## config.mk

```make
export PLATFORM = sky130hd
export DESIGN_NAME = keypad_scanner
export DESIGN_NICKNAME = d
export VERILOG_FILES = /design/src/rtl/keypad_scanner.sv
export SDC_FILE = /design/constraint.sdc
export NUM_CORES = 1
export LEC_CHECK = 0
export BUFFER_PORTS_ARGS = -buffer_cell sky130_fd_sc_hd__clkbuf_2
export CORE_ASPECT_RATIO = 0.7
export CORE_MARGIN = 2
export CORE_UTILIZATION = 40
export DETAILED_ROUTE_END_ITERATION = 16
export PLACE_DENSITY_LB_ADDON = 0.05
export SLEW_MARGIN = 25
export SYNTH_ARGS = -nofsm -noshare
export SYNTH_HDL_FRONTEND = slang
export SYNTH_SLANG_ARGS = --single-unit
```

## constraint.sdc

```tcl
create_clock -name Clk -period 4.5 [get_ports Clk]
set_clock_uncertainty 0.1 [all_clocks]
set_input_delay 0.675 -clock Clk [delete_from_list [all_inputs] [get_ports Clk]]
set_output_delay 0.675 -clock Clk [all_outputs]
set_load 0.05 [all_outputs]
```

## src/rtl/keypad_scanner.sv

```systemverilog
`default_nettype none
// ============================================================================
// Module      : keypad_scanner
// Description : 4x4 hex keypad scanner. Strobes active-low columns, samples
//               synchronized active-low rows once per column dwell,
//               classifies each full scan, debounces over whole scans and
//               shifts accepted hex digits into a 16-bit operand.
// Revision    : 1.0 - initial release
// ============================================================================
module keypad_scanner #(
    parameter int SCAN_DIV  = 17,
    parameter int DEB_SCANS = 4
) (
    input  logic        Clk,
    input  logic        Reset,
    input  logic [3:0]  Row,
    output logic [3:0]  Col,
    input  logic        Clear,
    output logic [3:0]  Key,
    output logic        KeyValid,
    output logic [15:0] Value,
    output logic        Pressed,
    output logic        Multi
);

    localparam logic [1:0] c_ST_IDLE    = 2'd0;
    localparam logic [1:0] c_ST_CONFIRM = 2'd1;
    localparam logic [1:0] c_ST_HELD    = 2'd2;
    localparam logic [3:0] c_DEB        = 4'(DEB_SCANS);

    logic [3:0]          r_row_meta;
    logic [3:0]          r_row_sync;
    logic [SCAN_DIV-1:0] r_dwell;
    logic [1:0]          r_col_idx;
    logic [1:0]          r_acc_cnt;
    logic [3:0]          r_acc_code;
    logic [1:0]          r_state;
    logic [3:0]          r_cand;
    logic [3:0]          r_cnt;
    logic [3:0]          r_rel;

    logic                w_dwell_last;
    logic                w_scan_end;
    logic [3:0]          w_row_down;
    logic [2:0]          w_col_cnt;
    logic [2:0]          w_sum;
    logic [3:0]          w_first_code;
    logic [1:0]          w_scan_cnt;
    logic [3:0]          w_scan_code;
    logic                w_single;
    logic                w_none;
    logic [1:0]          w_nxt_state;
    logic [3:0]          w_nxt_cand;
    logic [3:0]          w_nxt_cnt;
    logic [3:0]          w_nxt_rel;
    logic                w_accept;

    // Hex code printed on the key at (row, col)
    function automatic logic [3:0] f_key_code(input logic [1:0] row, input logic [1:0] col);
        logic [3:0] code;
        case ({row, col})
            4'b00_00: code = 4'h1;  4'b00_01: code = 4'h2;
            4'b00_10: code = 4'h3;  4'b00_11: code = 4'hA;
            4'b01_00: code = 4'h4;  4'b01_01: code = 4'h5;
            4'b01_10: code = 4'h6;  4'b01_11: code = 4'hB;
            4'b10_00: code = 4'h7;  4'b10_01: code = 4'h8;
            4'b10_10: code = 4'h9;  4'b10_11: code = 4'hC;
            4'b11_00: code = 4'h0;  4'b11_01: code = 4'hF;
            4'b11_10: code = 4'hE;  default:  code = 4'hD;
        endcase
        return code;
    endfunction

    assign Col          = ~(4'b0001 << r_col_idx);
    assign Pressed      = (r_state == c_ST_HELD);
    assign w_dwell_last = &r_dwell;
    assign w_scan_end   = w_dwell_last && (r_col_idx == 2'd3);
    assign w_row_down   = ~r_row_sync;
    assign w_col_cnt    = {2'b00, w_row_down[0]} + {2'b00, w_row_down[1]}
                        + {2'b00, w_row_down[2]} + {2'b00, w_row_down[3]};
    assign w_sum        = {1'b0, r_acc_cnt} + w_col_cnt;
    assign w_scan_cnt   = (w_sum >= 3'd2) ? 2'd2 : w_sum[1:0];
    assign w_scan_code  = (r_acc_cnt == 2'd0) ? w_first_code : r_acc_code;
    assign w_single     = (w_scan_cnt == 2'd1);
    assign w_none       = (w_scan_cnt == 2'd0);

    // Lowest-numbered pressed row in the strobed column gives the first key
    always_comb begin
        w_first_code = 4'h0;
        if (w_row_down[0])      w_first_code = f_key_code(2'd0, r_col_idx);
        else if (w_row_down[1]) w_first_code = f_key_code(2'd1, r_col_idx);
        else if (w_row_down[2]) w_first_code = f_key_code(2'd2, r_col_idx);
        else if (w_row_down[3]) w_first_code = f_key_code(2'd3, r_col_idx);
    end

    // Two-flop synchronizer for the asynchronous row inputs
    always_ff @(posedge Clk or posedge Reset) begin
        if (Reset) begin
            r_row_meta <= 4'hF;
            r_row_sync <= 4'hF;
        end else begin
            r_row_meta <= Row;
            r_row_sync <= r_row_meta;
        end
    end

    // Dwell counter and column index; the column advances when the dwell wraps
    always_ff @(posedge Clk or posedge Reset) begin
        if (Reset) begin
            r_dwell   <= '0;
            r_col_idx <= 2'd0;
        end else begin
            r_dwell <= r_dwell + SCAN_DIV'(1);
            if (w_dwell_last) r_col_idx <= r_col_idx + 2'd1;
        end
    end

    // Per-scan accumulator: saturating down-count and first key code, cleared at scan-end
    always_ff @(posedge Clk or posedge Reset) begin
        if (Reset) begin
            r_acc_cnt  <= 2'd0;
            r_acc_code <= 4'h0;
        end else if (w_dwell_last) begin
            if (w_scan_end) begin
                r_acc_cnt  <= 2'd0;
                r_acc_code <= 4'h0;
            end else begin
                r_acc_cnt  <= w_scan_cnt;
                r_acc_code <= w_scan_code;
            end
        end
    end

    // Debounce next-state logic, evaluated only on scan-end
    always_comb begin
        w_nxt_state = r_state;
        w_nxt_cand  = r_cand;
        w_nxt_cnt   = r_cnt;
        w_nxt_rel   = r_rel;
        w_accept    = 1'b0;
        if (w_scan_end) begin
            case (r_state)
                c_ST_IDLE: begin
                    if (w_single) begin
                        w_nxt_cand = w_scan_code;
                        if (DEB_SCANS == 1) begin
                            w_accept    = 1'b1;
                            w_nxt_state = c_ST_HELD;
                            w_nxt_cnt   = 4'd0;
                            w_nxt_rel   = 4'd0;
                        end else begin
                            w_nxt_state = c_ST_CONFIRM;
                            w_nxt_cnt   = 4'd1;
                        end
                    end
                end
                c_ST_CONFIRM: begin
                    if (w_single && (w_scan_code == r_cand)) begin
                        if ((r_cnt + 4'd1) == c_DEB) begin
                            w_accept    = 1'b1;
                            w_nxt_state = c_ST_HELD;
                            w_nxt_cnt   = 4'd0;
                            w_nxt_rel   = 4'd0;
                        end else begin
                            w_nxt_cnt = r_cnt + 4'd1;
                        end
                    end else begin
                        w_nxt_state = c_ST_IDLE;
                        w_nxt_cnt   = 4'd0;
                    end
                end
                c_ST_HELD: begin
                    if (w_none) begin
                        if ((r_rel + 4'd1) == c_DEB) begin
                            w_nxt_state = c_ST_IDLE;
                            w_nxt_rel   = 4'd0;
                        end else begin
                            w_nxt_rel = r_rel + 4'd1;
                        end
                    end else begin
                        w_nxt_rel = 4'd0;
                    end
                end
                default: begin
                    w_nxt_state = c_ST_IDLE;
                    w_nxt_cnt   = 4'd0;
                    w_nxt_rel   = 4'd0;
                end
            endcase
        end
    end

    // Debounce state registers
    always_ff @(posedge Clk or posedge Reset) begin
        if (Reset) begin
            r_state <= c_ST_IDLE;
            r_cand  <= 4'h0;
            r_cnt   <= 4'd0;
            r_rel   <= 4'd0;
        end else begin
            r_state <= w_nxt_state;
            r_cand  <= w_nxt_cand;
            r_cnt   <= w_nxt_cnt;
            r_rel   <= w_nxt_rel;
        end
    end

    // Outputs: accepted key, one-cycle valid pulse, multi-key flag, operand (Clear wins)
    always_ff @(posedge Clk or posedge Reset) begin
        if (Reset) begin
            Key      <= 4'h0;
            KeyValid <= 1'b0;
            Value    <= 16'h0000;
            Multi    <= 1'b0;
        end else begin
            KeyValid <= w_accept;
            if (w_accept)   Key   <= w_scan_code;
            if (w_scan_end) Multi <= (w_scan_cnt == 2'd2);
            if (Clear)         Value <= 16'h0000;
            else if (w_accept) Value <= {Value[11:0], w_scan_code};
        end
    end

endmodule
`default_nettype wire

```

# Yosys cells after proc, flatten, opt, wreduce, memory -nomap -nowiden
# Index checks and enable logic that the tools add are counted.
word_totals:
  reg_bits: 69
  inputBits: 7
  word_cells: 89
op_classes:
  add_sub_neg: 8
  order_cmp: 1
  n_eq_ne: 16
  shift: 1
  muxes: 33
  bitwise: 4
  reduce_logical: 12
op_table:
  columns: ["op", "count"]
  rows:
  - ["two-way mux 4 bit", 13]
  - ["one-hot mux 4 bit (4 select lines)", 3]
  - ["one-hot mux 4 bit (3 select lines)", 3]
  - ["two-way mux 16 bit", 2]
  - ["adder 17 x 1 -> 17 bit (second input constant)", 1]
  - ["AND reduction 17 bit", 1]
  - ["two-way mux 2 bit", 7]
  - ["adder 4 x 1 -> 4 bit (second input constant)", 2]
  - ["equality test 2 bit (second input constant)", 4]
  - ["equality test 4 x 3 -> 1 bit (second input constant)", 2]
  - ["logical NOT 2 bit", 4]
  - ["inverter 4 bit", 2]
  - ["equality test 2 x 1 -> 1 bit (second input constant)", 3]
  - ["!= test 2 bit (second input constant)", 3]
  - ["one-hot mux 2 bit (3 select lines)", 1]
  - ["AND reduction 3 bit", 2]
  - ["AND reduction 5 bit", 1]
  - ["equality test 4 bit", 1]
  - ["two-way mux 1 bit", 4]
  - ["!= test 2 x 1 -> 1 bit (second input constant)", 2]
  - ["AND reduction 4 bit", 1]
  - ["left shift 1 x 2 -> 4 bit (first input constant)", 1]
  - ["adder 2 x 1 -> 3 bit", 1]
  - ["adder 2 x 3 -> 3 bit", 1]
  - ["8 further kinds", 10]

# Longest topological paths before layout
# Gate-level depths: netlist (run 1).
logic_depth:
  ltp_word: 14
  depth_mapped: 12
  mapped_depth_nobuf: 12

# Worst setup path after synthesis (run 1)
# Ideal clock, no wire load.
synth_timing:
  path_kind: "flip-flop to flip-flop"
  start: "register r_acc_cnt[0]"
  end: "register Value[3]"
  setup_ns: 0.078
  arrival_time_ns: 3.686
  required_ns: 4.322
  path_slack_ns: 0.636
  path_stages_with_launch: 13
  n_path_buf: 1
  period_less_slack_ns: 3.864
  path_cell_list: "dfrtp_1 > inv_1 > fa_1 > inv_1 > fa_1 > fa_1 > or3b_1 > nor3_1 > nand3_1 > a211o_1 > buf_2 > or4_1 > a21oi_1"
synth_between:
  elab_chain_len: 9
  word_cells_on_any_way: 14
  classes_between: "add/sub: 1; order compare: 1; eq/ne: 2; mux: 7; reduce/logical: 3"
synth_lines:
  columns: ["item", "line_no", "rtl"]
  rows:
  - ["start, declared", "35", "logic [1:0] r_acc_cnt;"]
  - ["start signal, assigned", "128", "r_acc_cnt <= w_scan_cnt;"]
  - ["adder 2 x 3 -> 3 bit", "81", "assign w_sum = {1'b0, r_acc_cnt} + w_col_cnt;"]
  - [">= comparator 3 x 2 -> 1 bit", "82", "assign w_scan_cnt = (w_sum >= 3'd2) ? 2'd2 : w_sum[1:0];"]
  - ["two-way mux 2 bit", "82", null]
  - ["equality test 2 x 1 -> 1 bit", "84", "assign w_single = (w_scan_cnt == 2'd1);"]
  - ["logical AND 1 bit", "158", "if (w_single && (w_scan_code == r_cand)) begin"]
  - ["two-way mux 1 bit", "158", null]
  - ["two-way mux 1 bit", "142", "case (r_state)"]
  - ["two-way mux 1 bit", "141", "if (w_scan_end) begin"]
  - ["nonzero test 2 bit (no line)", null, null]
  - ["end signal, assigned", "220", "else if (w_accept) Value <= {Value[11:0], w_scan_code};"]
  - ["end, declared", "21", "output logic [15:0] Value,"]
# Several ways; a longest one is shown, not always the timed one. The select of a mux whose other input is x is not followed.
# A chain may end at the register's enable or synchronous reset.

# Worst setup path after layout (run 1)
layout_timing:
  start: "register r_acc_cnt[0]"
  end: "register Value[1]"
# The elaborated chain is that of the path after synthesis.

==> impl_metrics.py, run 1 <==
metrics = {
    "synthesis": {
        "synth_seq_cells": 69,
        "synth_async_sr_flop_share_pct": 100,
        "post-synth-top-count-cell": "dfrtp_1",
        "yosysTopAreaCellShare_pct": 43.8,
        "yosysTopAreaCell": "dfrtp_1",
        "ys_seq_area_share_pct": 49.9,
        "synth-compound-area-share_pct": 14.4,
        "syn-num-nets": 354,
        "synthXorXnorAreaFrac_pct": 3.77,
        "netlist_instances": 332,
        "synthFlopType": "dfrtp_1",
        "synth.mux.area_fraction_pct": 4.02,
        "synth_top_family_by_area": "simple AND/OR/NAND/NOR gates",
        "synth_simple_gate_area_share_pct": 16.9,
        "synth-edff-count": 0,
        "syn_area_per_cell_um2": 10.5,
        "netlist_area_um2": 3480,
        "yosysWarnings": 0,
        "ys_top_cells_by_count": "61 x dfrtp_1, 36 x inv_1, 19 x nand2_1, 18 x nand2b_1, 18 x o21ai_0",
        "synthAdderAreaFrac_pct": 6.03,
        "synth_area_leaders": "dfrtp_1 44%, dfstp_2 6.0%, ha_1 4.3%",
        "ys_types": 61,
    },
    "timing": {
        "setup_viol": 0,
        "tns_ns": 0,
        "relSlewSlack_pct": 49.4,
        "max_freq_mhz": 240,
        "slew_violations": 0,
        "fin_crit_ns": 4.17,
        "hold_violations": 0,
        "post-route-period-util_pct": 92.6,
        "finalWorstSetupSlack_ns": 0.334,
        "hold_ws_ns": 0.255,
        "worst_pin_slew_ns": 0.757,
        "rsz0062_at_grt": "false",
    },
    "worst_setup_path": {
        "crit_type": "flip-flop to flip-flop",
        "cp.required_ns": 4.66,
        "cp-end-kind": "flip-flop",
        "cp_slowest_cell": "or4_1",
        "reg2reg_to": "Value[1]",
        "cp-start-kind": "flip-flop",
        "rrSetupSlack_ns": 0.33,
        "crit_top_cell": "fa_1",
        "r2r-start": "r_acc_cnt[0]",
        "rr_worst_depth": 11,
        "cp.arrival_ns": 4.32,
        "path_max_fanout": 10,
        "cp_slowest_stage_delay_ns": 0.59,
        "crit_chain": "inv_1, fa_1, inv_1, fa_1, fa_1, or3b_1, nor3_1, nand3_1, a211o_1, or4_1, a21oi_1",
    },
    "floorplan": {
        "rows": 28,
        "initial_core_util_pct": 41.3,
        "die_y_um": 82.1,
        "die_w_um": 116,
        "io_pins": 34,
        "die_area_um2": 9480,
        "core_area_um2": 8440,
    },
    "routing": {
        "route.detailed.drc": 0,
        "dr.pass1.iters": 4,
        "wl_per_cell_um": 14.4,
        "antenna_left": 0,
        "drt_iter0_drc": 211,
        "viasPerCell": 4.96,
        "num_vias": 2464,
        "routed_wl_mm": 7.14,
    },
    "global_routing": {
        "antenna_found_initial": 0,
        "track_usage_pct": 17.2,
        "first_global_vias": 2383,
        "grt_max_degree": 37,
        "grt_pass1_wl_mm": 12.4,
        "grt_overflow": 0,
    },
    "placement": {
        "place_congestion": 0.785,
        "io_buffers": 33,
        "hpwl_mm": 5.09,
        "place_ws_ns": 0.336,
        "place_inst": 481,
    },
    "cts": {
        "cts.sinks": 69,
        "path_clk_slew_ns": 0.06,
        "tritoncts": "built",
        "post_cts_buffers": 0,
        "cts_hold_buf": 0,
        "clk_path_buf_depth": 2,
        "cts-buffers-inserted": 9,
        "clk_latency_ns": 0.33,
        "ctsRootBufferMaster": "clkbuf_16",
        "post_cts_resize_count": 0,
        "htree_levels": 3,
    },
    "hold_path": {
        "min_to": "r_row_sync[3]",
        "hold_path.class": "flip-flop to flip-flop",
        "hold_start": "r_row_meta[3]",
        "hold_depth": 0,
    },
    "cells_and_area": {
        "areaGrowthSynthToFinish_pct": 18.9,
        "diodes": 0,
        "nNetsFinal": 394,
        "finalNonFillerCells": 497,
        "drive_gt1_share_pct": 18.6,
    },
    "pwr": {
        "power_density_nw_per_um2": 368,
        "vdd_drop_max_mv": 0.248,
        "leakage_nw": 1.98,
    },
    "status": {
        "status": "finished clean",
    },
    "job": {
        "maxCapViolCount": 0,
    },
}
-- state kept, by name, indices dropped and copies added (netlist names), 2 cells and up --
name	flops
r_dwell	17
Value	16
Key	4
r_acc_code	4
r_cand	4
r_cnt	4
r_rel	4
r_row_meta	4
r_row_sync	4
r_acc_cnt	2
r_col_idx	2
r_state	2
-- how the worst max path moves through the flow --
stage	from	cells after the start	end
after global routing	r_acc_cnt[0]	11	r_rel[1]
after floorplan	r_acc_cnt[0]	12	Value[3]
final	r_acc_cnt[0]	11	Value[1]
after global placement	r_acc_cnt[0]	11	r_rel[0]
after detailed placement	r_acc_cnt[0]	11	r_rel[3]
after CTS	r_acc_cnt[0]	11	r_rel[0]
-- final cells by class --
| class | instances | area, um^2 |
|---|---|---|
| inverters | 36 | 135 |
| clock inverters | 5 | 106 |
| multi-input cells | 220 | 1570 |
| repair buffers | 36 | 188 |
| flip-flops and latches | 69 | 1740 |
| clock buffers | 11 | 253 |
| fillers | 792 | 4300 |
| well taps | 120 | 150 |
-- placed cells by master (no fill, tap or decap), types with 9 or more instances in the layout --
master,n
clkbuf_16,9
dfrtp_1,61
nand3_1,13
inv_1,35
nand2_1,19
nor2_1,15
xnor2_1,9
mux2i_1,14
nand2b_1,18
clkbuf_2,33
a21oi_1,10
ha_1,12
o21ai_0,18
-- kinds of logic (layout without fill, tap and decap cells) --
logic type	Yosys count	count (layout)
and+or+nand+nor	104	104
AOI/OAI and AO/OA	72	72
DFF	69	69
buffers and inverters	43	88
adders and majority gates	15	15
xor gates and xnor gates	15	15
muxes	14	14
-- per-layer routing --
layer	vias to the layer above	routed length [um]	GRT usage (%)
li1	1254	-	-
met1	1157	3860	25.7
met2	44	2820	22.6
met3	9	352	6.13
met4	0	105	5.78
met5	-	0	0
-- through the flow --
| stage | cell area, um^2 | power, mW | util (%) |
|---|---|---|---|
| 2_1_floorplan | 3480 | 0.682 | - |
| 3_3_place_gp | 3780 | 0.696 | 44.8 |
| 3_5_place_dp | 3780 | 0.697 | 44.8 |
| 4_1_cts | 4140 | 1.55 | 49.1 |
| 5_1_grt | 4140 | 1.58 | 49.1 |
| 6_report | 4140 | 1.52 | 49.1 |
-- critical path, delay by kind of cell (launching register included) --
family                     cells  cell delay, ns
DFF                            1            0.47
and+or+nand+nor                4            1.35
buffers and inverters          2            0.16
adders and majority gates      3            1.39
AOI/OAI and AO/OA              2            0.61
-- power by group --
group / internal (mW) / switching, mW
Clock: 0.572 / 0.267
Combinational: 0.0185 / 0.0343
Sequential: 0.627 / 0.00477
(Power assumes the default switching activity.)
==> run 2: changes to the inputs <==
RECOVER_POWER = 50   (was default)
==> run 2 against run 1 <==
Against the previous run:
- the flow now finishes with violations (capacitance limit, slew limit)
- critical path depth is the same
- sequential power is essentially flat
- cell count is the same
- non-clock buffer count is the same
- global-route usage is the same
==> impl_metrics.py, run 2 (synthesized netlist as in run 1, its figures left out) <==
metrics = {
    "timing": {
        "post-route-period-util_pct": 92.4,
        "rsz0062_at_grt": "false",
        "max_freq_mhz": 240,
        "worst_pin_slew_ns": 1.89,
        "setup_viol": 0,
        "slew_violations": 35,
        "fin_crit_ns": 4.16,
        "tns_ns": 0,
        "hold_violations": 0,
        "relSlewSlack_pct": -25.7,
        "hold_ws_ns": 0.255,
    },
    "hold_path": {
        "hold_start": "r_row_meta[3]",
        "hold_path.class": "flip-flop to flip-flop",
    },
    "global_routing": {
        "first_global_vias": 2383,
        "grt_pass1_wl_mm": 12.4,
        "track_usage_pct": 17.2,
        "grt_overflow": 0,
        "antenna_found_initial": 0,
        "grt_max_degree": 37,
    },
    "worst_setup_path": {
        "rrSetupSlack_ns": 0.34,
        "rr_worst_depth": 11,
        "crit_type": "flip-flop to flip-flop",
        "cp-end-kind": "flip-flop",
        "path_max_fanout": 10,
        "cp.required_ns": 4.65,
        "r2r-start": "r_acc_cnt[0]",
        "crit_end": "Value[3]",
        "reg2reg_to": "Value[3]",
        "cp.arrival_ns": 4.31,
        "startpoint": "r_acc_cnt[0]",
        "cp-start-kind": "flip-flop",
    },
    "routing": {
        "routed_wl_mm": 7.13,
        "antenna_left": 0,
        "num_vias": 2475,
        "wl_per_cell_um": 14.3,
        "dr.pass1.iters": 4,
        "viasPerCell": 4.98,
        "route.detailed.drc": 0,
        "drt_iter0_drc": 196,
    },
    "cells_and_area": {
        "top_register": "r_dwell",
        "design_area_um2": 4140,
        "diodes": 0,
        "top_regs": "r_dwell: 17 flops, Value: 16 flops",
        "areaGrowthSynthToFinish_pct": 18.8,
        "nNetsFinal": 394,
        "finish.utilization_pct": 49.0,
        "largest_register_ffs": 17,
        "final_cell_mix": "61 x dfrtp_1, 36 x inv_1, 33 x clkbuf_2",
        "final_common_cell": "dfrtp_1",
        "drive_gt1_share_pct": 18.0,
    },
    "floorplan": {
        "initial_core_util_pct": 41.3,
        "die_y_um": 82.1,
        "core_area_um2": 8440,
        "io_pins": 34,
        "rows": 28,
        "die_w_um": 116,
        "die_area_um2": 9480,
    },
    "cts": {
        "cts_hold_buf": 0,
        "tritoncts": "built",
        "htree_levels": 3,
        "post_cts_resize_count": 0,
        "clk_path_buf_depth": 2,
        "cts.sinks": 69,
        "path_clk_slew_ns": 0.06,
        "ctsRootBufferMaster": "clkbuf_16",
        "post_cts_buffers": 0,
        "cts-buffers-inserted": 9,
        "clk_latency_ns": 0.33,
    },
    "pwr": {
        "vdd_drop_max_mv": 0.248,
        "power_density_nw_per_um2": 368,
        "leakage_nw": 1.97,
        "total_power_mw": 1.52,
    },
    "placement": {
        "io_buffers": 33,
        "hpwl_mm": 5.09,
        "place_area_um2": 3780,
        "place_congestion": 0.785,
    },
    "job": {
        "maxCapViolCount": 1,
    },
    "status": {
        "violations": "capacitance limit, slew limit",
        "status": "finished with violations",
    },
}
[run 2: cell types whose count changed in the layout (fill, tap and decap cells not counted)]
cell      previous run  this run
and2_0               0         1
inv_2                1         0
buf_4                3         2
and2_1               3         2
clkbuf_1             0         1
inv_1               35        36
[run 2: area by class of cell]
| class | instances | area, um^2 |
|---|---|---|
| inverters | 36 | 135 |
| clock buffers | 11 | 253 |
| multi-input cells | 220 | 1570 |
| repair buffers | 36 | 184 |
| well taps | 120 | 150 |
| fillers | 794 | 4300 |
| flip-flops and latches | 69 | 1740 |
| clock inverters | 5 | 106 |
[run 2: critical path, stage by stage, from the launching register on]
cell and delay [ns]:
dfrtp_1 0.46, inv_1 0.11, fa_1 0.50, inv_1 0.05, fa_1 0.39, fa_1 0.50
or3b_1 0.45, nor3_1 0.17, nand3_1 0.14, a211o_1 0.45, or4_1 0.58, a21oi_1 0.17
[run 2: worst min-delay path by stage]
stage | slack (ns) | endpoint | cells past startpoint
after floorplan | 0.25 | r_row_sync[0] | 0
after global placement | 0.25 | r_row_sync[1] | 0
after detailed placement | 0.25 | r_row_sync[3] | 0
after CTS | 0.26 | r_row_sync[3] | 0
after global routing | 0.26 | r_row_sync[3] | 0
final | 0.25 | r_row_sync[3] | 0
[run 2: metrics by stage]
| stage | cells | setup WS, ns |
|---|---|---|
| after detailed placement | 481 | 0.336 |
| after floorplan | 332 | 0.636 |
| after CTS | 497 | 0.308 |
| final | 497 | 0.340 |
| after global placement | 481 | 0.432 |
| after global routing | 497 | 0.0340 |
[run 2: metal layers]
metal | wire length [um] | vias to the layer above | track usage, %
met4 | 104 | 0 | 5.78
met3 | 381 | 10 | 6.13
met1 | 3820 | 1166 | 25.7
met5 | 0 | - | 0
li1 | - | 1255 | -
met2 | 2820 | 44 | 22.6
[run 2: power by group]
part	internal, mW	switching [mW]	leakage [nW]
Combinational	0.0181	0.0342	0.878
Sequential	0.628	0.00474	0.922
Clock	0.572	0.266	0.172
